[config.mk]
export PLATFORM = sky130hd
export DESIGN_NAME = i2c_rx_ctrl_flat
export DESIGN_NICKNAME = d
export VERILOG_FILES = /design/src/rtl/i2c_rx_ctrl_pkg.sv /design/src/rtl/i2c_rx_ctrl_if.sv /design/src/rtl/i2c_rx_ctrl_cond_det.sv /design/src/rtl/i2c_rx_ctrl.sv /design/src/flat_wrapper.sv
export SDC_FILE = /design/constraint.sdc
export NUM_CORES = 1
export LEC_CHECK = 0
export CAP_MARGIN = 20
export CORE_MARGIN = 1.5
export CORE_UTILIZATION = 35
export DETAILED_ROUTE_END_ITERATION = 12
export PLACE_DENSITY = 0.72
export REMOVE_ABC_BUFFERS = 1
export SLEW_MARGIN = 20
export SYNTH_ARGS = -nofsm -noshare
export SYNTH_HDL_FRONTEND = slang
export SYNTH_SLANG_ARGS = --single-unit
export TNS_END_PERCENT = 30
[constraint.sdc]
create_clock -name clk_i -period 2.43 [get_ports clk_i]
set_input_delay 0.6075 -clock clk_i [delete_from_list [all_inputs] [get_ports clk_i]]
set_output_delay 0.6075 -clock clk_i [all_outputs]
set_load 0.005 [all_outputs]
[src/rtl/i2c_rx_ctrl_pkg.sv]
// Shared types and constants for the I2C target receive sequencer.
// Imported by the condition detector and the top-level controller.
package i2c_pkg;

  typedef enum logic [2:0] {
    ST_IDLE,
    ST_ADDR,
    ST_ADDR_CHK,
    ST_ACK_WAIT,
    ST_ACK_HOLD,
    ST_DATA,
    ST_DATA_CHK,
    ST_IGNORE
  } i2c_rx_ctrl_state_e;

  localparam logic I2C_ACK      = 1'b1;
  localparam logic I2C_NACK     = 1'b0;
  localparam logic I2C_RW_WRITE = 1'b0;

  function automatic logic addr_match(input logic [7:0] byte_in, input logic [6:0] tgt);
    return (byte_in[7:1] == tgt) && (byte_in[0] == I2C_RW_WRITE);
  endfunction

endpackage

[src/rtl/i2c_rx_ctrl_if.sv]
// Bundles pad, byte-receiver and core-side signals of i2c_rx_ctrl.
// slave = the controller itself, master = whatever surrounds it.
interface i2c_rx_ctrl_if;
  logic       scl_i;
  logic       sda_i;
  logic       sda_oe_o;
  logic       rx_scl_o;
  logic       rx_sda_o;
  logic       rx_en_o;
  logic       rx_read_o;
  logic       rxdone_i;
  logic [7:0] rx_i;
  logic [7:0] data_o;
  logic       data_valid_o;
  logic       data_ready_i;
  logic       busy_o;
  logic       overrun_o;

  modport slave (
    input  scl_i, sda_i, rxdone_i, rx_i, data_ready_i,
    output sda_oe_o, rx_scl_o, rx_sda_o, rx_en_o, rx_read_o,
           data_o, data_valid_o, busy_o, overrun_o
  );

  modport master (
    output scl_i, sda_i, rxdone_i, rx_i, data_ready_i,
    input  sda_oe_o, rx_scl_o, rx_sda_o, rx_en_o, rx_read_o,
           data_o, data_valid_o, busy_o, overrun_o
  );
endinterface

[src/rtl/i2c_rx_ctrl_cond_det.sv]
// SCL/SDA synchronisers plus START/STOP and SCL edge strobes.
// Synchronisers reset to 1 so an idle bus never looks like a START.
module i2c_cond_det #(
  parameter int SYNC_STAGES = 2
) (
  input  logic clk_i,
  input  logic rst_i,
  input  logic i_scl,
  input  logic i_sda,
  output logic o_scl,
  output logic o_sda,
  output logic o_start,
  output logic o_stop,
  output logic o_scl_rise,
  output logic o_scl_fall
);

  logic [SYNC_STAGES-1:0] r_scl_sync;
  logic [SYNC_STAGES-1:0] r_sda_sync;
  logic                   r_scl_q;
  logic                   r_sda_q;
  logic                   w_scl;
  logic                   w_sda;

  always_ff @(posedge clk_i) begin
    if (rst_i) begin
      r_scl_sync <= '1;
      r_sda_sync <= '1;
      r_scl_q    <= 1'b1;
      r_sda_q    <= 1'b1;
    end else begin
      r_scl_sync <= {r_scl_sync[SYNC_STAGES-2:0], i_scl};
      r_sda_sync <= {r_sda_sync[SYNC_STAGES-2:0], i_sda};
      r_scl_q    <= w_scl;
      r_sda_q    <= w_sda;
    end
  end

  assign w_scl = r_scl_sync[SYNC_STAGES-1];
  assign w_sda = r_sda_sync[SYNC_STAGES-1];

  // SCL must be high on both samples so an SDA change at an SCL edge is not a condition.
  assign o_start    = w_scl & r_scl_q & r_sda_q & ~w_sda;
  assign o_stop     = w_scl & r_scl_q & ~r_sda_q & w_sda;
  assign o_scl_rise = w_scl & ~r_scl_q;
  assign o_scl_fall = ~w_scl & r_scl_q;
  assign o_scl      = w_scl;
  assign o_sda      = w_sda;

endmodule

[src/rtl/i2c_rx_ctrl.sv]
// I2C target write-receive sequencer: address check, ACK/NACK drive and a
// one-entry valid/ready holding register towards the core.
module i2c_rx_ctrl
  import i2c_pkg::*;
#(
  parameter logic [6:0] TARGET_ADDR = 7'h42,
  parameter int         SYNC_STAGES = 2
) (
  input logic          clk_i,
  input logic          rst_i,
  i2c_rx_ctrl_if.slave bus
);

  i2c_rx_ctrl_state_e r_state, w_state_nxt;
  logic       r_ack, w_ack_nxt;
  logic       r_sda_oe, w_sda_oe_nxt;
  logic       r_busy, w_busy_nxt;
  logic       r_rx_read, w_rx_read_nxt;
  logic       r_overrun, w_overrun_nxt;
  logic       w_load;
  logic [7:0] r_data;
  logic       r_valid;

  logic w_scl, w_sda, w_start, w_stop, w_scl_rise, w_scl_fall;

  i2c_cond_det #(.SYNC_STAGES(SYNC_STAGES)) u_cond_det (
    .clk_i      (clk_i),
    .rst_i      (rst_i),
    .i_scl      (bus.scl_i),
    .i_sda      (bus.sda_i),
    .o_scl      (w_scl),
    .o_sda      (w_sda),
    .o_start    (w_start),
    .o_stop     (w_stop),
    .o_scl_rise (w_scl_rise),
    .o_scl_fall (w_scl_fall)
  );

  always_ff @(posedge clk_i) begin
    if (rst_i) begin
      r_state   <= ST_IDLE;
      r_ack     <= I2C_NACK;
      r_sda_oe  <= 1'b0;
      r_busy    <= 1'b0;
      r_rx_read <= 1'b0;
      r_overrun <= 1'b0;
    end else begin
      r_state   <= w_state_nxt;
      r_ack     <= w_ack_nxt;
      r_sda_oe  <= w_sda_oe_nxt;
      r_busy    <= w_busy_nxt;
      r_rx_read <= w_rx_read_nxt;
      r_overrun <= w_overrun_nxt;
    end
  end

  always_comb begin
    w_state_nxt   = r_state;
    w_ack_nxt     = r_ack;
    w_sda_oe_nxt  = r_sda_oe;
    w_busy_nxt    = r_busy;
    w_overrun_nxt = 1'b0;
    w_load        = 1'b0;

    case (r_state)
      ST_IDLE: begin
        if (w_start) w_state_nxt = ST_ADDR;
      end
      ST_ADDR: begin
        if (bus.rxdone_i) w_state_nxt = ST_ADDR_CHK;
      end
      ST_ADDR_CHK: begin
        if (addr_match(bus.rx_i, TARGET_ADDR)) begin
          w_ack_nxt  = I2C_ACK;
          w_busy_nxt = 1'b1;
        end else begin
          w_ack_nxt  = I2C_NACK;
        end
        w_state_nxt = ST_ACK_WAIT;
      end
      ST_ACK_WAIT: begin
        if (w_scl_fall) begin
          w_sda_oe_nxt = r_ack;
          w_state_nxt  = ST_ACK_HOLD;
        end
      end
      ST_ACK_HOLD: begin
        if (w_scl_fall) begin
          w_sda_oe_nxt = 1'b0;
          w_state_nxt  = (r_ack == I2C_ACK) ? ST_DATA : ST_IGNORE;
        end
      end
      ST_DATA: begin
        if (bus.rxdone_i) w_state_nxt = ST_DATA_CHK;
      end
      ST_DATA_CHK: begin
        if (!r_valid || bus.data_ready_i) begin
          w_load    = 1'b1;
          w_ack_nxt = I2C_ACK;
        end else begin
          w_ack_nxt     = I2C_NACK;
          w_overrun_nxt = 1'b1;
        end
        w_state_nxt = ST_ACK_WAIT;
      end
      ST_IGNORE: begin
        w_sda_oe_nxt = 1'b0;
      end
      default: w_state_nxt = ST_IDLE;
    endcase

    // Bus conditions abort whatever byte is in flight.
    if (r_state != ST_IDLE && (w_stop || w_start)) begin
      w_state_nxt   = w_stop ? ST_IDLE : ST_ADDR;
      w_sda_oe_nxt  = 1'b0;
      w_busy_nxt    = 1'b0;
      w_load        = 1'b0;
      w_overrun_nxt = 1'b0;
    end

    w_rx_read_nxt = ((w_state_nxt == ST_ADDR) && ((r_state != ST_ADDR) || w_start)) ||
                    ((w_state_nxt == ST_DATA) && (r_state != ST_DATA));
  end

  always_ff @(posedge clk_i) begin
    if (rst_i) begin
      r_data  <= 8'h00;
      r_valid <= 1'b0;
    end else if (w_load) begin
      r_data  <= bus.rx_i;
      r_valid <= 1'b1;
    end else if (r_valid && bus.data_ready_i) begin
      r_valid <= 1'b0;
    end
  end

  assign bus.sda_oe_o     = r_sda_oe;
  assign bus.rx_scl_o     = w_scl;
  assign bus.rx_sda_o     = w_sda;
  assign bus.rx_en_o      = (r_state != ST_IDLE);
  assign bus.rx_read_o    = r_rx_read;
  assign bus.data_o       = r_data;
  assign bus.data_valid_o = r_valid;
  assign bus.busy_o       = r_busy;
  assign bus.overrun_o    = r_overrun;

endmodule

[src/flat_wrapper.sv]
// flat-port wrapper written by rule: the top's interface ports become plain ports
module i2c_rx_ctrl_flat import i2c_pkg::*;
#(
  parameter logic [6:0] TARGET_ADDR = 7'h42,
  parameter int         SYNC_STAGES = 2
)
  (clk_i, rst_i, bus_scl_i, bus_sda_i, bus_rxdone_i, bus_rx_i, bus_data_ready_i, bus_sda_oe_o, bus_rx_scl_o, bus_rx_sda_o, bus_rx_en_o, bus_rx_read_o, bus_data_o, bus_data_valid_o, bus_busy_o, bus_overrun_o);
  i2c_rx_ctrl_if bus_i ();
  input logic clk_i;
  input logic rst_i;
  input wire logic [$bits(bus_i.scl_i)-1:0] bus_scl_i;
  input wire logic [$bits(bus_i.sda_i)-1:0] bus_sda_i;
  input wire logic [$bits(bus_i.rxdone_i)-1:0] bus_rxdone_i;
  input wire logic [$bits(bus_i.rx_i)-1:0] bus_rx_i;
  input wire logic [$bits(bus_i.data_ready_i)-1:0] bus_data_ready_i;
  output wire logic [$bits(bus_i.sda_oe_o)-1:0] bus_sda_oe_o;
  output wire logic [$bits(bus_i.rx_scl_o)-1:0] bus_rx_scl_o;
  output wire logic [$bits(bus_i.rx_sda_o)-1:0] bus_rx_sda_o;
  output wire logic [$bits(bus_i.rx_en_o)-1:0] bus_rx_en_o;
  output wire logic [$bits(bus_i.rx_read_o)-1:0] bus_rx_read_o;
  output wire logic [$bits(bus_i.data_o)-1:0] bus_data_o;
  output wire logic [$bits(bus_i.data_valid_o)-1:0] bus_data_valid_o;
  output wire logic [$bits(bus_i.busy_o)-1:0] bus_busy_o;
  output wire logic [$bits(bus_i.overrun_o)-1:0] bus_overrun_o;
  assign bus_i.scl_i = bus_scl_i;
  assign bus_i.sda_i = bus_sda_i;
  assign bus_i.rxdone_i = bus_rxdone_i;
  assign bus_i.rx_i = bus_rx_i;
  assign bus_i.data_ready_i = bus_data_ready_i;
  assign bus_sda_oe_o = bus_i.sda_oe_o;
  assign bus_rx_scl_o = bus_i.rx_scl_o;
  assign bus_rx_sda_o = bus_i.rx_sda_o;
  assign bus_rx_en_o = bus_i.rx_en_o;
  assign bus_rx_read_o = bus_i.rx_read_o;
  assign bus_data_o = bus_i.data_o;
  assign bus_data_valid_o = bus_i.data_valid_o;
  assign bus_busy_o = bus_i.busy_o;
  assign bus_overrun_o = bus_i.overrun_o;
  i2c_rx_ctrl #(.TARGET_ADDR(TARGET_ADDR), .SYNC_STAGES(SYNC_STAGES)) u_core (.clk_i(clk_i), .rst_i(rst_i), .bus(bus_i));
endmodule
After elaboration in Yosys (flattened, before gate mapping)
Index checks and enable logic that the tools add are counted.
{"block": "classes", "eq_ne": 14, "n_mux": 20, "bitwise_logic": 11, "reduce_logical": 20}
{"cell": "$mux W3", "count": 6}
{"cell": "$pmux W3 S6", "count": 1}
{"cell": "$eq A3 B3 Y1 const B", "count": 5}
{"cell": "$mux W1", "count": 10}
{"cell": "$eq A7 B7 Y1 const B", "count": 1}
{"cell": "$and A1 B1 Y1", "count": 6}
{"cell": "$eq A3 B1 Y1 const B", "count": 2}
{"cell": "$eq A3 B2 Y1 const B", "count": 2}
{"cell": "$reduce_bool A3 Y1", "count": 2}
{"cell": "$logic_and A1 B1 Y1", "count": 5}
{"cell": "$not A1 Y1", "count": 5}
{"cell": "$logic_or A1 B1 Y1", "count": 4}
{"cell": "$ne A2 B2 Y1 const B", "count": 2}
{"cell": "$reduce_bool A2 Y1", "count": 2}
{"cell": "$reduce_or A2 Y1", "count": 2}
{"cell": "$logic_not A3 Y1", "count": 1}
{"cell": "$ne A3 B1 Y1 const B", "count": 1}
{"cell": "$ne A3 B3 Y1 const B", "count": 1}
{"cell": "$pmux W1 S3", "count": 1}
{"cell": "$reduce_and A3 Y1", "count": 1}
{"cell": "$reduce_or A3 Y1", "count": 1}
{"cell": "$mux W2", "count": 1}
{"cell": "$pmux W1 S2", "count": 1}
{"cell": "$reduce_and A2 Y1", "count": 1}
{"cell": "$logic_not A1 Y1", "count": 1}
{"block": "totals", "ff_bits": 23, "inputBits": 14, "output_inout_bits": 16, "wordCells": 77}

Longest topological paths before layout
{"block": "depth", "depth_word": 9, "depth_mapped": 6, "depth_no_buf": 4}

Hierarchy
Synthesis repeated with hierarchy kept, for this count alone.
{"block": "hier_totals", "hier_cells": 98, "hier_area_um2": 967.2}
{"mod": "i2c_rx_ctrl", "n_inst": 1, "cells_per_inst": 82, "area_each_um2": 777.0, "seq_area_each_um2": 340.3}
{"mod": "i2c_cond_det", "n_inst": 1, "cells_per_inst": 16, "area_each_um2": 190.2, "seq_area_each_um2": 120.1}

Worst setup path before layout
No wires, ideal clock.
{"block": "synth_timing", "kind": "in2reg", "start": "input bus_data_ready_i", "end": "register u_core.r_data[0], in the netlist u_core.bus.data_o[0]", "setup_ns": 0.128, "arrival_time_ns": 1.297, "required_time_ns": 2.302, "setup_slack_ns": 1.006, "stages": 5, "path_buffers": 1, "cell_sequence": "nand2b_1 -> o2111ai_1 -> buf_4 -> mux2i_1 -> nor2_1"}
{"block": "synth_via", "elab_chain_cells": 4}
{"element": "start: declaration", "line_no": "flat_wrapper.sv:15", "source": "input wire logic [$bits(bus_i.data_ready_i)-1:0] bus_data_ready_i;"}
{"element": "$logic_or A1 B1 Y1", "line_no": "i2c_rx_ctrl.sv:97", "source": "if (!r_valid || bus.data_ready_i) begin"}
{"element": "$mux W1", "line_no": "i2c_rx_ctrl.sv:97"}
{"element": "$mux W1", "line_no": "i2c_rx_ctrl.sv:65", "source": "case (r_state)"}
{"element": "$mux W1", "line_no": "i2c_rx_ctrl.sv:113", "source": "if (r_state != ST_IDLE && (w_stop || w_start)) begin"}
{"element": "end signal: assignment", "line_no": "i2c_rx_ctrl.sv:130", "source": "r_data <= bus.rx_i;"}
{"element": "end: declaration", "line_no": "i2c_rx_ctrl.sv:21", "source": "logic [7:0] r_data;"}
No other way between the ends.
A chain may end at the register's enable or synchronous reset.

Worst setup path after layout
{"block": "layout_timing", "start": "register u_core.r_state[1]", "end": "output bus_rx_en_o"}
{"block": "layout_via", "elab_chain_cells": 1}
{"element": "start: declaration", "line_no": "i2c_rx_ctrl.sv:14", "source": "i2c_rx_ctrl_state_e r_state, w_state_nxt;"}
{"element": "start signal: assignment", "line_no": "i2c_rx_ctrl.sv:48", "source": "r_state <= w_state_nxt;"}
{"element": "$reduce_bool A3 Y1", "line_no": "i2c_rx_ctrl.sv:140", "source": "assign bus.rx_en_o = (r_state != ST_IDLE);"}
{"element": "end: declaration", "line_no": "flat_wrapper.sv:19", "source": "output wire logic [$bits(bus_i.rx_en_o)-1:0] bus_rx_en_o;"}
No other way between the ends.

==> metrics.yaml <==
status: "finished clean"
ff_latch_area_um2: 460
h-tree-depth: 1
finalWorstSetupSlack_ns: 0.181
rows: 18
multiInputGateArea_um2: 462
ys_top_cells_by_area: "dfxtp_1 48%, mux2i_1 8.3%, a21oi_1 4.7%, nor2_1 4.3%, or2_2 3.9%"
leakagePower_uw: 0.000535
hold_path.class: "reg -> reg"
synth_area_per_cell_um2: 9.40
fillers: 245
totalWireLength_mm: 1.86
final-setup-viol-count: 0
tightestPinTransition_ns: 0.431
timing.max_cap.violations: 0
area_growth_pct: 35.4
hold_slack_ns: 0.423
finalCritPeriodShare_pct: 92.6
synth_edf_count: 0
antenna_found_initial: 0
grt_start_max_net_pins: 15
cts_buffers: 3
worst_setup_path_end_kind: "primary output"
rsz0062_at_grt: "false"
grt_pass1_wl_mm: 3.09
post_cts_resized: 0
synth_top_flop_cell: "dfxtp_1"
cts_tree: "done"
grt_overflow: 0
hold_viol: 0
finalSetupTns_ns: 0
p_per_area_nw_per_um2: 539
grt_pass1_vias: 733
num_antenna_cells: 0
ys_warn_count: 0
cp.arrival_ns: 1.64
cts.sinks: 23
track_usage_pct: 12.3
synth_cells: 103
finalClockSkew_ns: 0.00315
drt_iter0_drc: 14
fin_nets: 148
port_buffers: 29
postCtsSetupBuffers: 0
core_region_area_um2: 2540
fp.dieArea_um2: 3090
layout_common_cells: "29 x clkdlybuf4s50_1, 23 x dfxtp_1, 11 x nor2_1"
path_clk_slew_ns: 0.12
num_vias: 789
peakVddDrop_mv: 0.308
syn_area_um2: 968
final_common_cell: "clkdlybuf4s50_1"
fmax_mhz: 445
clock_tree.buffer_depth: 2
async_flop_share_pct: 0
dpl.hpwl_mm: 1.37
ios: 30
worstSetupPathType: "reg -> out"
pre_cts_ws_ns: 0.368
worstSkewPairLatency_ns: 0.30
die_h_um: 55.6
slew_violations: 0
slew-limit-headroom_pct: 71.2
final_layout_size_suffix_gt1_share_pct: 13.5
wl_per_cell_um: 11.4
cts_hold_buf: 0
die_width_um: 55.6
period_minus_slack_ns: 2.25
synth.ff_latch_count: 23
synth_top_area_cell: "dfxtp_1"
drtAntennaViolNets: 0
critPathLaunchType: "flip-flop"
cp_max_fo: 14
drt_pass1_iterations: 4
yosysUniqueCellTypes: 34
ys_seq_area_share_pct: 47.5
cts-root-buf: "clkbuf_4"
drc: 0
start_util_pct: 38.1
place.gp.congestion: 0.772
via_per_inst: 4.84
required_ns: 1.82
synth_top_area_share_pct: 47.5
## critical path: stages (launching register included)
cell and delay, ns:
dfxtp_1 0.45, or3_4 0.43, clkdlybuf4s50_1 0.45
## final cells by class
class / count / area share (%)
Tap cell: 30 / 2.86
Multi-Input combinational cell: 71 / 35.2
Sequential cell: 23 / 35.1
Clock inverter: 1 / 0.382
Clock buffer: 3 / 1.72
Timing Repair Buffer: 32 / 23.9
Inverter: 3 / 0.859
## power breakdown
group	switching [uW]	total (uW)	internal [uW]
Sequential	21.4	412	391
Clock	111	173	61.3
Combinational	46.7	122	74.9
Total	179	706	527
## logic make-up (layout without fill, tap and decap cells)
group                     after synthesis  count (layout)  synth area share [%]
AOI/OAI and AO/OA                      18              18                  11.1
DFF                                    23              23                  47.5
xor gates and xnor gates                1               1                 0.905
and+or+nand+nor                        44              44                  27.4
muxes                                   8               8                  8.27
buffers and inverters                   9              39                  4.78
## metal layers
layer | wire length, um | part of all wire, % | up-vias | GRT usage [%]
met5 | 0 | 0 | - | 0
met3 | 87 | 4.7 | 2 | 3.26
li1 | - | - | 415 | -
met4 | 12 | 0.65 | 0 | 5.23
met1 | 889 | 48 | 353 | 14.6
met2 | 870 | 47 | 19 | 20.9
## stage by stage
stage / utilization, % / std cells / area (um^2) / total power (uW)
6_report: 51.5 / 163 / 1310 / 706
5_1_grt: 51.5 / 163 / 1310 / 750
4_1_cts: 51.5 / 163 / 1310 / 715
3_5_place_dp: 50.4 / 159 / 1280 / 544
3_3_place_gp: 50.4 / 159 / 1280 / 541
2_1_floorplan: - / 97 / 933 / 480
## registers in the layout (all words and copies together), names as in the netlist
signal                        cells
u_core.bus.sda_oe_o               1
u_core.u_cond_det.r_scl_sync      2
u_core.bus.overrun_o              1
u_core.u_cond_det.r_scl_q         1
u_core.bus.rx_read_o              1
u_core.r_state                    3
u_core.u_cond_det.r_sda_sync      2
u_core.bus.data_o                 8
u_core.r_ack                      1
u_core.bus.data_valid_o           1
u_core.bus.busy_o                 1
u_core.u_cond_det.r_sda_q         1
## path summary, 6_finish.rpt
path	to	startpoint	cells past startpoint	slack (ns)
max	bus_rx_en_o	u_core.r_state[1]$_SDFF_PP0_	2	0.18
min	u_core.u_cond_det.r_sda_sync[1]$_SDFF_PP1_	u_core.u_cond_det.r_sda_sync[0]$_SDFF_PP1_	1	0.42
max reg2reg	u_core.bus.data_o[3]$_SDFFE_PP0P_	u_core.r_state[1]$_SDFF_PP0_	5	0.81
min reg2reg	u_core.u_cond_det.r_sda_sync[1]$_SDFF_PP1_	u_core.u_cond_det.r_sda_sync[0]$_SDFF_PP1_	1	0.42
## cells in the mapped netlist (all sizes together) (3+ instances only)
cell type and instances:
or2 6, nor2 11, buf 3, a21oi 9, inv 3, clkbuf 3, o21ai 3, dfxtp 23
nor3 3, nand2 5, mux2i 8
(Power assumes the default switching activity.)
==> patch 1, RTL diff (same settings) <==
`SYNC_STAGES` is set to 2 in 3 places; all go to 4.
--- a/src/rtl/i2c_rx_ctrl_cond_det.sv
+++ b/src/rtl/i2c_rx_ctrl_cond_det.sv
@@ -3,3 +3,3 @@
 module i2c_cond_det #(
-  parameter int SYNC_STAGES = 2
+  parameter int SYNC_STAGES = 4
 ) (
--- a/src/rtl/i2c_rx_ctrl.sv
+++ b/src/rtl/i2c_rx_ctrl.sv
@@ -6,3 +6,3 @@
   parameter logic [6:0] TARGET_ADDR = 7'h42,
-  parameter int         SYNC_STAGES = 2
+  parameter int         SYNC_STAGES = 4
 ) (
--- a/src/flat_wrapper.sv
+++ b/src/flat_wrapper.sv
@@ -4,3 +4,3 @@
   parameter logic [6:0] TARGET_ADDR = 7'h42,
-  parameter int         SYNC_STAGES = 2
+  parameter int         SYNC_STAGES = 4
 )
Formal check against the unedited RTL: not equivalent (Yosys sat finds a counterexample within 4 cycles, from zero or initial values and one cycle with rst_i high).
==> patch 1 against the unedited design <==
  * Routed wire length is 10% higher
  * Non-clock buffer count stayed put
  * Critical path depth stayed put
  * Worst setup slack better by 3.8 ps
  * Combinational power is 41% higher
  * Total power is 20% higher
  * Global-route usage is 0.22 points higher
  * Register-to-register slack worse by 40 ps
  * Die area is 12% higher
  * Sequential cell count is 4 higher
  * Clock power is 5% higher
  * Synthesized area is 12% higher
  * Final area is 9.4% higher
==> patch 1: results (changes against the unedited design) <==
- Area of the multi-input gates: 499 µm² (was 462 µm²)
- Final Skew: 11.0 ps (was 3.15 ps)
- Num Clock Sinks: 27 (was 23)
- Leakage: 0.555 nW (was 0.535 nW)
- Drt total wl: 2050 µm (was 1860 µm)
- Outcome: completed (unchanged)
- Synth Area in XOR/XNOR: 0.806% (was 0.904%)
- Grt met1 use: 14.2% (was 14.6%)
- HPWL Detailed: 1600 µm (was 1370 µm)
- Worst-path fanout max: 13 (was 14)
- Initial DRC Count: 18 (was 14)
- Combinational share of power: 20.4% (was 17.2%)
- Tightest Pin Transition: 599 ps (was 431 ps)
- Net Sw Frac: 25.3% (was 25.4%)
- First-pass GRT wire length: 3400 µm (was 3090 µm)
- GP Congestion: 0.779 (was 0.772)
- Synth top cells by count: dfxtp_1, nor2_1, or2_2, a21oi_1, mux2i_1 (was dfxtp_1, nor2_1, a21oi_1, mux2i_1, or2_2)
- Wire length on met3: 85 µm (was 87 µm)
- Final nets: 155 (was 148)
- Filler instances: 307 (was 245)
- Routed len/inst: 11.8 µm (was 11.4 µm)
- WL met2: 1010 µm (was 870 µm)
- GR Layer Usage met2: 22.2% (was 20.9%)
- Inst Count DP: 169 (was 159)
- Clock buf/inv share: 1.83% (was 2.10%)
- GR Util All Layers: 12.6% (was 12.3%)
- Power Sequential: 0.000492 W (was 0.000412 W)
- Comb. pwr: 0.000172 W (was 0.000122 W)
- Share of layout cells above drive strength 1: 17.1% (was 13.5%)
- Met3 Use GR: 3.52% (was 3.26%)
- Cells after Synth: 110 (was 103)
- Via count: 850 (was 789)
- Invs w/o clock: 4 (was 3)
- Post-synthesis sequential area ratio: 49.7% (was 47.5%)
- Multi-input gates: 73 (was 71)
- Clock transition at path regs: 140 ps (was 120 ps)
- Buffering overhead: 21.8% (was 23.9%)
- Storage cell area: 541 µm² (was 460 µm²)
- Clock buf count: 4 (was 3)
patch 1: cell count changes in the layout (fill, tap and decap cells not counted), moves of 2 or more:
cell	before	now
dfxtp_1	23	27
or2_2	6	10
and2b_1	2	0
and2b_2	0	2
and3b_1	2	0
nand2_1	5	3
nor3b_1	0	2
o211ai_1	0	2
patch 1: final timing paths:
kind                                                                  from                                          to  slack, ps  cells after the start
worst max register to register                u_core.r_state[1]$_SDFF_PP0_             u_core.bus.rx_read_o$_SDFF_PP0_        770                      3
worst min register to register  u_core.u_cond_det.r_sda_sync[0]$_SDFF_PP1_  u_core.u_cond_det.r_sda_sync[1]$_SDFF_PP1_        420                      1
worst max-delay path                          u_core.r_state[1]$_SDFF_PP0_                                 bus_rx_en_o        180                      2
worst min-delay path            u_core.u_cond_det.r_sda_sync[0]$_SDFF_PP1_  u_core.u_cond_det.r_sda_sync[1]$_SDFF_PP1_        420                      1
==> patch 2, RTL diff (same settings) <==
Made on the original files. Reset style: asynchronous (`rst_i`), changed in 3 clocked blocks. Comments in the files are not updated.
--- a/src/rtl/i2c_rx_ctrl_cond_det.sv
+++ b/src/rtl/i2c_rx_ctrl_cond_det.sv
@@ -24,3 +24,3 @@
 
-  always_ff @(posedge clk_i) begin
+  always_ff @(posedge clk_i or posedge rst_i) begin
     if (rst_i) begin
--- a/src/rtl/i2c_rx_ctrl.sv
+++ b/src/rtl/i2c_rx_ctrl.sv
@@ -38,3 +38,3 @@
 
-  always_ff @(posedge clk_i) begin
+  always_ff @(posedge clk_i or posedge rst_i) begin
     if (rst_i) begin
@@ -124,3 +124,3 @@
 
-  always_ff @(posedge clk_i) begin
+  always_ff @(posedge clk_i or posedge rst_i) begin
     if (rst_i) begin
Function: differs if rst_i is asserted again (counterexample within 4 cycles, from zero or initial values and one cycle with rst_i high); with rst_i held inactive, the same outputs for 10 cycles.
==> patch 2 against the unedited design <==
  * Critical path depth is the same
  * Final area grew 4.6%
  * Routed wire length grew 5.6%
  * Clock skew is essentially flat
  * Worst setup slack lost 65 ps
  * Sequential cell count is the same
  * Synthesized area grew 6.2%
  * Highest routed layer is now met3
Power is not compared: it rests on default switching activity, and its combinational part moved more than twofold at a synthesized area within 25%.
==> patch 2: results (changes against the unedited design) <==
- Max incr delay on CP: 480 ps (was 450 ps)
- Slowest stage cell, crit path: dfrtp_2 (was dfxtp_1)
- Filler instances: 272 (was 245)
- HPWL Detailed: 1480 µm (was 1370 µm)
- R2R Setup Slk: 590 ps (was 810 ps)
- Final WS setup: 115 ps (was 181 ps)
- Vias in the first global route: 770 (was 733)
- Share of layout cells above drive strength 1: 25.2% (was 13.5%)
- Min Hold Slack: 366 ps (was 423 ps)
- Tot Pwr: around 0.0013 W
- Via count: 714 (was 789)
- Finished Layout Cells: 142 (was 163)
- GR Util All Layers: 13.3% (was 12.3%)
- Final Skew: 2.81 ps (was 3.15 ps)
- Drt total wl: 1960 µm (was 1860 µm)
- Top cells by area, synth: dfrtp_1, dfstp_2, mux2_4, nand2b_1, buf_6 (was dfxtp_1, mux2i_1, a21oi_1, nor2_1, or2_2)
- R2R Path End: u_core.bus.data_o[0]$_DFFE_PP0P_ (was u_core.bus.data_o[3]$_SDFFE_PP0P_)
- Tightest Pin Transition: 397 ps (was 431 ps)
- First-pass GRT wire length: 3430 µm (was 3090 µm)
- Outcome: completed (unchanged)
- Worst-path fanout max: 9 (was 14)
- Post-synthesis sequential area ratio: 56.7% (was 47.5%)
- Largest net degree at the start of global routing: 24 (was 15)
- Fraction of synthesis flops using an asynchronous set or reset pin: 100% (was 0%)
- Cells after Synth: 79 (was 103)
- Post-placement cell area: 0.00134 mm² (was 0.00128 mm²)
- Distinct cells, synth: 33 (was 34)
- Core Rows: 19 (was 18)
- Crit path from: u_core.r_state[0]$_DFF_PP0_ (was u_core.r_state[1]$_SDFF_PP0_)
==> patch 2: layout make-up <==
cell class	count	area share, %
inverter	4	1.09
sequential	23	42.7
timing repair buffer	31	22.3
clock buffer	4	1.92
multi-input combinational	49	29.2
tap	31	2.83
==> patch 2: layer usage <==
layer | part of all wire, % | routed length, µm | vias up | GRT usage, %
li1 | - | - | 344 | -
met1 | 48 | 944 | 344 | 19.0
met2 | 46 | 908 | 26 | 20.2
met3 | 5.6 | 109 | 0 | 3.17
met4 | 0 | 0 | 0 | 3.65
met5 | 0 | 0 | - | 0
==> patch 2: logic make-up (layout without fill, tap and decap cells) <==
family	count (synthesis)	after routing	share of synthesized area, %
AOI/OAI and AO/OA	13	13	8.27
xor gates and xnor gates	1	1	0.852
buffers and inverters	7	39	4.38
DFF	23	23	56.7
muxes	8	8	11.7
and+or+nand+nor	27	27	18.1
==> patch 2: what timing repair did <==
item                       in CTS  in global routing
setup endpoints to repair       0                  1
resized for setup               0                  2
hold endpoints to repair        0                  0
